==> src/rtl/sumlatch_pkg.sv <==
// sumlatch_pkg: shared states and ASCII constants for the sum message formatter.
package sumlatch_pkg;
  typedef enum logic [1:0] {IDLE, SEND, DONE} state_t;
  localparam logic [7:0] ASCII_0  = 8'h30;
  localparam logic [7:0] ASCII_EQ = 8'h3D;
  localparam logic [7:0] ASCII_CR = 8'h0D;
  localparam logic [7:0] ASCII_LF = 8'h0A;
  localparam int MSG_LEN_CRLF   = 10;
  localparam int MSG_LEN_NOCRLF = 8;
endpackage

==> src/rtl/bin2dec2.sv <==
// bin2dec2: splits a 0..31 value into tens and ones decimal digits.
module bin2dec2 (
  input  logic [4:0] v,
  output logic [3:0] tens,
  output logic [3:0] ones
);
  logic [4:0] base;
  always_comb begin
    base = v >= 5'd30 ? 5'd30 : v >= 5'd20 ? 5'd20 : v >= 5'd10 ? 5'd10 : 5'd0;
    tens = v >= 5'd30 ? 4'd3 : v >= 5'd20 ? 4'd2 : v >= 5'd10 ? 4'd1 : 4'd0;
    ones = 4'(v - base);
  end
endmodule

==> src/rtl/sum_msg_formatter.sv <==
// sum_msg_formatter: snapshots A, B and sum on a start edge and streams "AA+BB=SS\r\n" over valid/ready.
module sum_msg_formatter
  import sumlatch_pkg::*;
#(
  parameter bit          SEND_CRLF = 1'b1,
  parameter logic [7:0]  OP_CHAR   = 8'h2B
) (
  input  logic       clk,
  input  logic       reset,
  input  logic       start,
  input  logic [3:0] operand_a,
  input  logic [3:0] operand_b,
  input  logic [4:0] sum_in,
  output logic [7:0] tx_data,
  output logic       tx_valid,
  input  logic       tx_ready,
  output logic       busy,
  output logic       done
);
  localparam logic [3:0] LAST = 4'(SEND_CRLF ? MSG_LEN_CRLF - 1 : MSG_LEN_NOCRLF - 1);
  state_t     state_q, state_d;
  logic [3:0] idx_q, idx_d;
  logic [3:0] a_q, a_d, b_q, b_d;
  logic [4:0] s_q, s_d;
  logic       start_q, rise;
  logic [3:0] a_t, a_o, b_t, b_o, s_t, s_o;
  logic [7:0] msg [10];
  bin2dec2 u_dec_a (.v({1'b0, a_q}), .tens(a_t), .ones(a_o));
  bin2dec2 u_dec_b (.v({1'b0, b_q}), .tens(b_t), .ones(b_o));
  bin2dec2 u_dec_s (.v(s_q),         .tens(s_t), .ones(s_o));
  assign rise = start & ~start_q;
  always_comb begin
    msg[0] = ASCII_0 + 8'(a_t);
    msg[1] = ASCII_0 + 8'(a_o);
    msg[2] = OP_CHAR;
    msg[3] = ASCII_0 + 8'(b_t);
    msg[4] = ASCII_0 + 8'(b_o);
    msg[5] = ASCII_EQ;
    msg[6] = ASCII_0 + 8'(s_t);
    msg[7] = ASCII_0 + 8'(s_o);
    msg[8] = ASCII_CR;
    msg[9] = ASCII_LF;
  end
  // Outputs decode straight from state, so tx_data cannot move until the index advances on accept.
  always_comb begin
    tx_valid = state_q == SEND;
    tx_data  = state_q == SEND ? msg[idx_q] : 8'h00;
    busy     = state_q != IDLE;
    done     = state_q == DONE;
  end
  always_comb begin
    state_d = state_q;
    idx_d   = idx_q;
    a_d     = a_q;
    b_d     = b_q;
    s_d     = s_q;
    case (state_q)
      IDLE: if (rise) begin
        a_d     = operand_a;
        b_d     = operand_b;
        s_d     = sum_in;
        idx_d   = 4'd0;
        state_d = SEND;
      end
      SEND: if (tx_ready) begin
        state_d = idx_q == LAST ? DONE : SEND;
        idx_d   = idx_q == LAST ? idx_q : idx_q + 4'd1;
      end
      DONE:    state_d = IDLE;
      default: state_d = IDLE;
    endcase
  end
  always_ff @(posedge clk) begin
    if (reset) begin
      state_q <= IDLE;
      idx_q   <= 4'd0;
      a_q     <= 4'd0;
      b_q     <= 4'd0;
      s_q     <= 5'd0;
      start_q <= 1'b1;
    end else begin
      state_q <= state_d;
      idx_q   <= idx_d;
      a_q     <= a_d;
      b_q     <= b_d;
      s_q     <= s_d;
      start_q <= start;
    end
  end
endmodule
==> config.mk <==
export PLATFORM = sky130hd
export DESIGN_NAME = sum_msg_formatter
export DESIGN_NICKNAME = d
export VERILOG_FILES = /design/src/rtl/sumlatch_pkg.sv /design/src/rtl/bin2dec2.sv /design/src/rtl/sum_msg_formatter.sv
export SDC_FILE = /design/constraint.sdc
export NUM_CORES = 1
export LEC_CHECK = 0
export CAP_MARGIN = 20
export CORE_ASPECT_RATIO = 0.7
export CORE_MARGIN = 5
export CORE_UTILIZATION = 54
export DETAILED_ROUTE_END_ITERATION = 7
export PLACE_DENSITY = 0.86
export SLEW_MARGIN = 20
export SYNTH_ARGS = -nofsm -noshare
export SYNTH_HDL_FRONTEND = slang
export SYNTH_SLANG_ARGS = --single-unit
==> constraint.sdc <==
create_clock -name clk -period 3.53 [get_ports clk]
set_input_delay 0.353 -clock clk [delete_from_list [all_inputs] [get_ports clk]]
set_output_delay 0.353 -clock clk [all_outputs]
set_load 0.05 [all_outputs]
After elaboration in Yosys (flattened, before gate mapping)
Cells that the tools add are included.
{"block": "totals", "regBits": 20, "inputBits": 17, "output_inout_bits": 11, "word_cells": 71}
{"block": "op_classes", "n_addsub": 10, "order_cmp": 10, "n_eq_ne": 6, "muxes": 30, "bitwise_logic": 3, "reduce_logical": 6}
{"cell": "4-bit 2-to-1 mux", "n": 18}
{"cell": "6-bit by 4-bit adder with 7-bit output (first input constant)", "n": 6}
{"cell": "8-bit binary-select mux with 4-bit select", "n": 1}
{"cell": "8-bit 2-to-1 mux", "n": 3}
{"cell": "4-bit by 5-bit greater-or-equal comparator with 1-bit output (second input constant)", "n": 4}
{"cell": "5-bit greater-or-equal comparator (second input constant)", "n": 3}
{"cell": "4-bit subtractor", "n": 3}
{"cell": "4-bit greater-or-equal comparator (second input constant)", "n": 2}
{"cell": "4-bit case mux with 2 select lines", "n": 1}
{"cell": "2-bit 2-to-1 mux", "n": 3}
{"cell": "5-bit by 4-bit greater-or-equal comparator with 1-bit output (second input constant)", "n": 1}
{"cell": "4-bit NOT with 5-bit output", "n": 1}
{"cell": "4-bit by 1-bit adder with 4-bit output (second input constant)", "n": 1}
{"cell": "4-bit == test (second input constant)", "n": 1}
{"cell": "2-bit inequality test (second input constant)", "n": 2}
{"cell": "2-bit case mux with 2 select lines", "n": 1}
{"cell": "2-bit AND reduction", "n": 2}
{"cell": "4-bit AND reduction", "n": 1}
{"cell": "2-bit nonzero test", "n": 2}
{"cell": "1-bit 2-to-1 mux", "n": 3}
{"cell": "2-bit by 1-bit == test with 1-bit output (second input constant)", "n": 1}
{"cell": "2-bit == test (second input constant)", "n": 1}
{"cell": "2-bit logical NOT", "n": 1}
{"cell": "2-bit by 1-bit inequality test with 1-bit output (second input constant)", "n": 1}
{"cell": "2 further kinds", "n": 2}

Longest topological paths before layout
{"block": "logic_depth", "ltp_word": 10, "mapped_depth": 9, "depth_no_buf": 9}

Cells and area by module
Synthesis repeated with hierarchy kept, for this count alone.
{"block": "hier_totals", "cells_unflattened": 207, "hier_area_um2": 1601.5}
{"mod": "sum_msg_formatter", "n_inst": 1, "cells_each": 147, "area_per_inst_um2": 1158.6, "seq_area_each_um2": 400.4}
{"mod": "bin2dec2", "n_inst": 3, "cells_each": 20, "area_per_inst_um2": 147.6, "seq_area_each_um2": 0.0}

Least setup slack after synthesis
OpenSTA, ideal clock, no wires.
{"block": "synth_timing", "path_type": "reg-to-output", "startpoint": "register state_q[0]", "endpoint": "output tx_data[1]", "t_arrival_ns": 2.762, "required_ns": 3.177, "slack_ns": 0.415, "path_stages_with_launch": 5, "path_buffers": 0, "cell_sequence": "dfxtp_1 or2b_1 nor2_1 o31ai_1 o21ai_0"}
{"block": "synth_via", "elab_chain_len": 2}
{"element": "start, declared", "line_no": "sum_msg_formatter.sv:21", "text": "state_t state_q, state_d;"}
{"element": "start signal, assigned", "line_no": "sum_msg_formatter.sv:82", "text": "state_q <= state_d;"}
{"element": "2-bit by 1-bit == test with 1-bit output", "line_no": "sum_msg_formatter.sv:47", "text": "tx_data = state_q == SEND ? msg[idx_q] : 8'h00;"}
{"element": "8-bit 2-to-1 mux", "line_no": "sum_msg_formatter.sv:47"}
{"element": "end, declared", "line_no": "sum_msg_formatter.sv:14", "text": "output logic [7:0] tx_data,"}
Every way passes these cells.

Worst setup path in the final report
{"block": "layout_timing", "startpoint": "register s_q[4]", "endpoint": "output tx_data[1]"}
{"block": "layout_via", "elab_chain_len": 10, "word_cells_on_any_way": 16, "classes_between": "add/sub: 3; order compare: 3; mux: 10"}
{"element": "start, declared", "line_no": "sum_msg_formatter.sv:24", "text": "logic [4:0] s_q, s_d;"}
{"element": "start signal, assigned", "line_no": "sum_msg_formatter.sv:79", "text": "s_q <= 5'd0;"}
{"element": "start signal, assigned", "line_no": "sum_msg_formatter.sv:86", "text": "s_q <= s_d;"}
{"element": "5-bit by 4-bit greater-or-equal comparator with 1-bit output", "line_no": "bin2dec2.sv:9, bin2dec2.sv:10"}
{"element": "4-bit 2-to-1 mux (3 in series)", "line_no": "bin2dec2.sv:9", "text": "base = v >= 5'd30 ? 5'd30 : v >= 5'd20 ? 5'd20 : v >= 5'd10 ? 5'd10 : 5'd0;"}
{"element": "4-bit subtractor", "line_no": "bin2dec2.sv:11", "text": "ones = 4'(v - base);"}
{"element": "6-bit by 4-bit adder with 7-bit output", "line_no": "sum_msg_formatter.sv:40", "text": "msg[7] = ASCII_0 + 8'(s_o);"}
{"element": "8-bit binary-select mux with 4-bit select *", "line_no": "sum_msg_formatter.sv:47"}
{"element": "8-bit 2-to-1 mux (implied by the code) * (2 in series)", "line_no": "sum_msg_formatter.sv:47"}
{"element": "8-bit 2-to-1 mux *", "line_no": "sum_msg_formatter.sv:47"}
Every way passes the cells marked *; elsewhere a longest branch is shown, timed or not. The select of a mux whose other input is x is not followed.

==> impl_metrics.py <==
metrics = {
    "sta": {
        "worstMarginPinSlew_ps": 772,
        "fin_crit_sh_pct": 93.7,
        "fin_skew_ps": 9.50,
        "layout_min_cycle_time_ps": 3310,
        "final-setup-viol-count": 0,
        "max_freq_mhz": 302,
        "relSlewSlack_pct": 48.4,
        "fin_tns_setup_ps": 0,
        "hold_viol": 0,
        "maxSlewViolCount": 0,
        "grt_setup_unrepaired": "false",
    },
    "critical_path": {
        "r2r_setup_slack_ps": 1410,
        "ff2ff_path_depth": 7,
        "slowest_delay_ps": 830,
        "critPathRequiredTime_ps": 3180,
        "path_cells": "inv_1, maj3_1, a22o_1, ha_1, nand2b_1, a21oi_1, nor3_1, o21ai_0, clkdlybuf4s50_1",
        "start_kind": "register",
        "cp_data_arrival_time_ps": 2960,
        "cp_max_fo": 4,
        "r2r-start": "idx_q[1]",
        "end_kind": "primary output",
        "crit-reg2reg-capture": "idx_q[3]",
        "crit_slowest_cell": "clkdlybuf4s50_1",
        "critPathLaunch": "s_q[4]",
        "critPathKind": "reg -> out",
    },
    "floorplanning": {
        "core-area_sq_mm": 0.00221,
        "dieArea_sq_mm": 0.00345,
        "io_pins": 28,
        "dieHeight_um": 50.7,
        "chipWidth_um": 68.1,
        "rows": 14,
        "start_util_pct": 57.9,
    },
    "synthesis": {
        "synthTopCellsByArea": "dfxtp_1 (31%), nand2_1 (11%), ha_1 (8.8%)",
        "ys_warn_count": 0,
        "syn_area_per_cell_sq_um": 7.51,
        "netlist_instances": 170,
        "async_flop_share_pct": 0,
        "ys.flop_type": "dfxtp_1",
        "synth_top_area_share_pct": 31.3,
        "synth-edff-count": 0,
        "synth_top_area_cell": "dfxtp_1",
        "yosys-top-cells-count": "nand2_1 (36), dfxtp_1 (20), a21oi_1 (19)",
        "yosysMostFrequentCell": "nand2_1",
        "synth_area_sq_mm": 0.00128,
        "yosysSeqAreaShare_pct": 31.3,
        "ys_ff_latch": 20,
        "yosysUniqueCellTypes": 41,
    },
    "grt": {
        "grt_pass1_wl_mm": 4.89,
        "grt_max_degree": 21,
        "gr-total-overflow": 0,
        "grt_pass1_vias": 1088,
        "groute.usage.overall_pct": 18.3,
        "antenna_found_initial": 0,
    },
    "drt": {
        "vias": 1209,
        "vias_per_cell": 5.42,
        "first_pass_iters": 4,
        "routed_wl_mm": 2.93,
        "ant_nets": 0,
        "drt_iter0_drc": 94,
        "routedWlPerCell_um": 13.1,
        "drc": 0,
    },
    "run_status": {
        "outcome": "finished clean",
    },
    "clocking": {
        "cts_hold_buf": 0,
        "insertion_delay_ps": 310,
        "cts_setup_buffers": 0,
        "cts_sinks": 20,
        "htree_levels": 1,
        "root_buffer": "clkbuf_4",
        "path_clk_slew_ps": 100,
        "cts_made_buffers": 3,
        "cts_tree": "built",
        "cts_buffer_depth": 2,
    },
    "hold_path": {
        "hold_class": "reg -> reg",
        "hold_end": "a_q[2]",
        "hold_depth": 2,
        "hold_path_startpoint": "a_q[2]",
    },
    "place": {
        "gp_congestion": 0.861,
        "hpwl_mm": 2.26,
        "io_buffers": 25,
    },
    "power": {
        "seqPwrFrac_pct": 52.7,
        "internal_power_uw": 331,
        "netSwitchingFraction_pct": 27.0,
        "p_comb_share_pct": 17.2,
        "clockPowerShare_pct": 30.0,
        "switchingPower_uw": 123,
        "vdd_ir_drop_max_v": 0.000213,
        "power.leakage_uw": 0.000578,
        "powerDensity_mw_per_mm2": 290,
    },
    "finish": {
        "register_area_sq_um": 400,
        "nets": 219,
        "multi_input_area_sq_um": 798,
        "fin_util_pct": 70.8,
        "nFillCells": 188,
        "drive_gt1_share_pct": 6.28,
        "area_growth_pct": 22.3,
        "insertedDiodeCount": 0,
    },
    "run": {
        "cap_violations": 0,
    },
}
==> cells by family (layout without fill, tap and decap cells) <==
kind of cell               after synthesis  in the layout  share of synthesized area, %
adders and majority gates               12             12                          11.9
xor gates and xnor gates                 4              4                          2.74
other                                    1              2                         0.294
DFF                                     20             20                          31.3
and+or+nand+nor                         77             77                          28.2
AOI/OAI and AO/OA                       36             36                          18.8
buffers and inverters                   20             40                          6.66
==> critical path, delay by kind of cell (launching register included) <==
family                   cells  cell delay [ps]
flip-flops                   1              390
AO/OA/AOI/OAI                3              500
adder cells (fa/ha/maj)      2              620
AND/OR/NAND/NOR              2              220
buffers and inverters        2              900
==> through the flow <==
step	instance area [sq um]	cells	total power, uW	setup slack, ps	hold WS, ps
CTS	1560	223	455	230	483
detailed placement	1530	219	322	315	467
global route	1560	223	473	52.3	502
floorplan	1280	171	291	415	432
finish	1560	223	453	221	479
global placement	1530	219	319	427	450
==> sequential cells by signal, summed over array words and instances (netlist names) <==
name and flops:
start_q 1, s_q 5, b_q 4, state_q 2, idx_q 4, a_q 4
==> layout make-up <==
type,count,area share [%]
well taps,32,2.56
repair buffers,25,15.8
flip-flops and latches,20,25.6
multi-input cells,131,51.1
clock buffers,4,2.32
inverters,11,2.64
==> cell usage in the layout (no fill, tap or decap), types with 2 or more instances in the layout <==
master	count
nand2_1	36
clkdlybuf4s50_1	23
dfxtp_1	20
a21oi_1	19
nor2_1	14
inv_1	10
ha_1	9
nand2b_1	6
nor3_1	5
or2_2	3
xnor2_1	3
clkbuf_4	3
o21a_1	2
nor2b_1	2
o32ai_1	2
nand3_1	2
a211oi_1	2
maj3_1	2
o211ai_1	2
conb_1	2
==> power by group through the flow <==
stage               registers [uW]  logic, uW  clock network (uW)
detailed placement             244       77.5                   0
global route                   240       84.5                 148
floorplan                      242       49.9                   0
global placement               243       75.4                   0
CTS                            239       77.9                 138
finish                         239       78.1                 136
==> metal layers <==
layer / track usage (%) / part of all wire (%) / up-vias
li1: - / - / 613
met1: 25.0 / 46 / 553
met2: 28.5 / 48 / 40
met3: 5.58 / 5.6 / 3
met4: 3.30 / 0.58 / 0
met5: 0 / 0 / -
==> how the worst max path moves through the flow <==
stage | endpoint | slack, ps
2_1_floorplan | tx_data[1] | 410
3_3_place_gp | tx_data[3] | 430
3_5_place_dp | tx_data[3] | 320
4_1_cts | tx_data[1] | 230
5_1_grt | tx_data[1] | 50
6_report | tx_data[1] | 220
==> what timing repair did <==
item / in CTS / in global routing
hold endpoints to repair: 0 / 0
setup endpoints to repair: 1 / 0
resized for setup: 1 / 0
(Power assumes the default switching activity.)
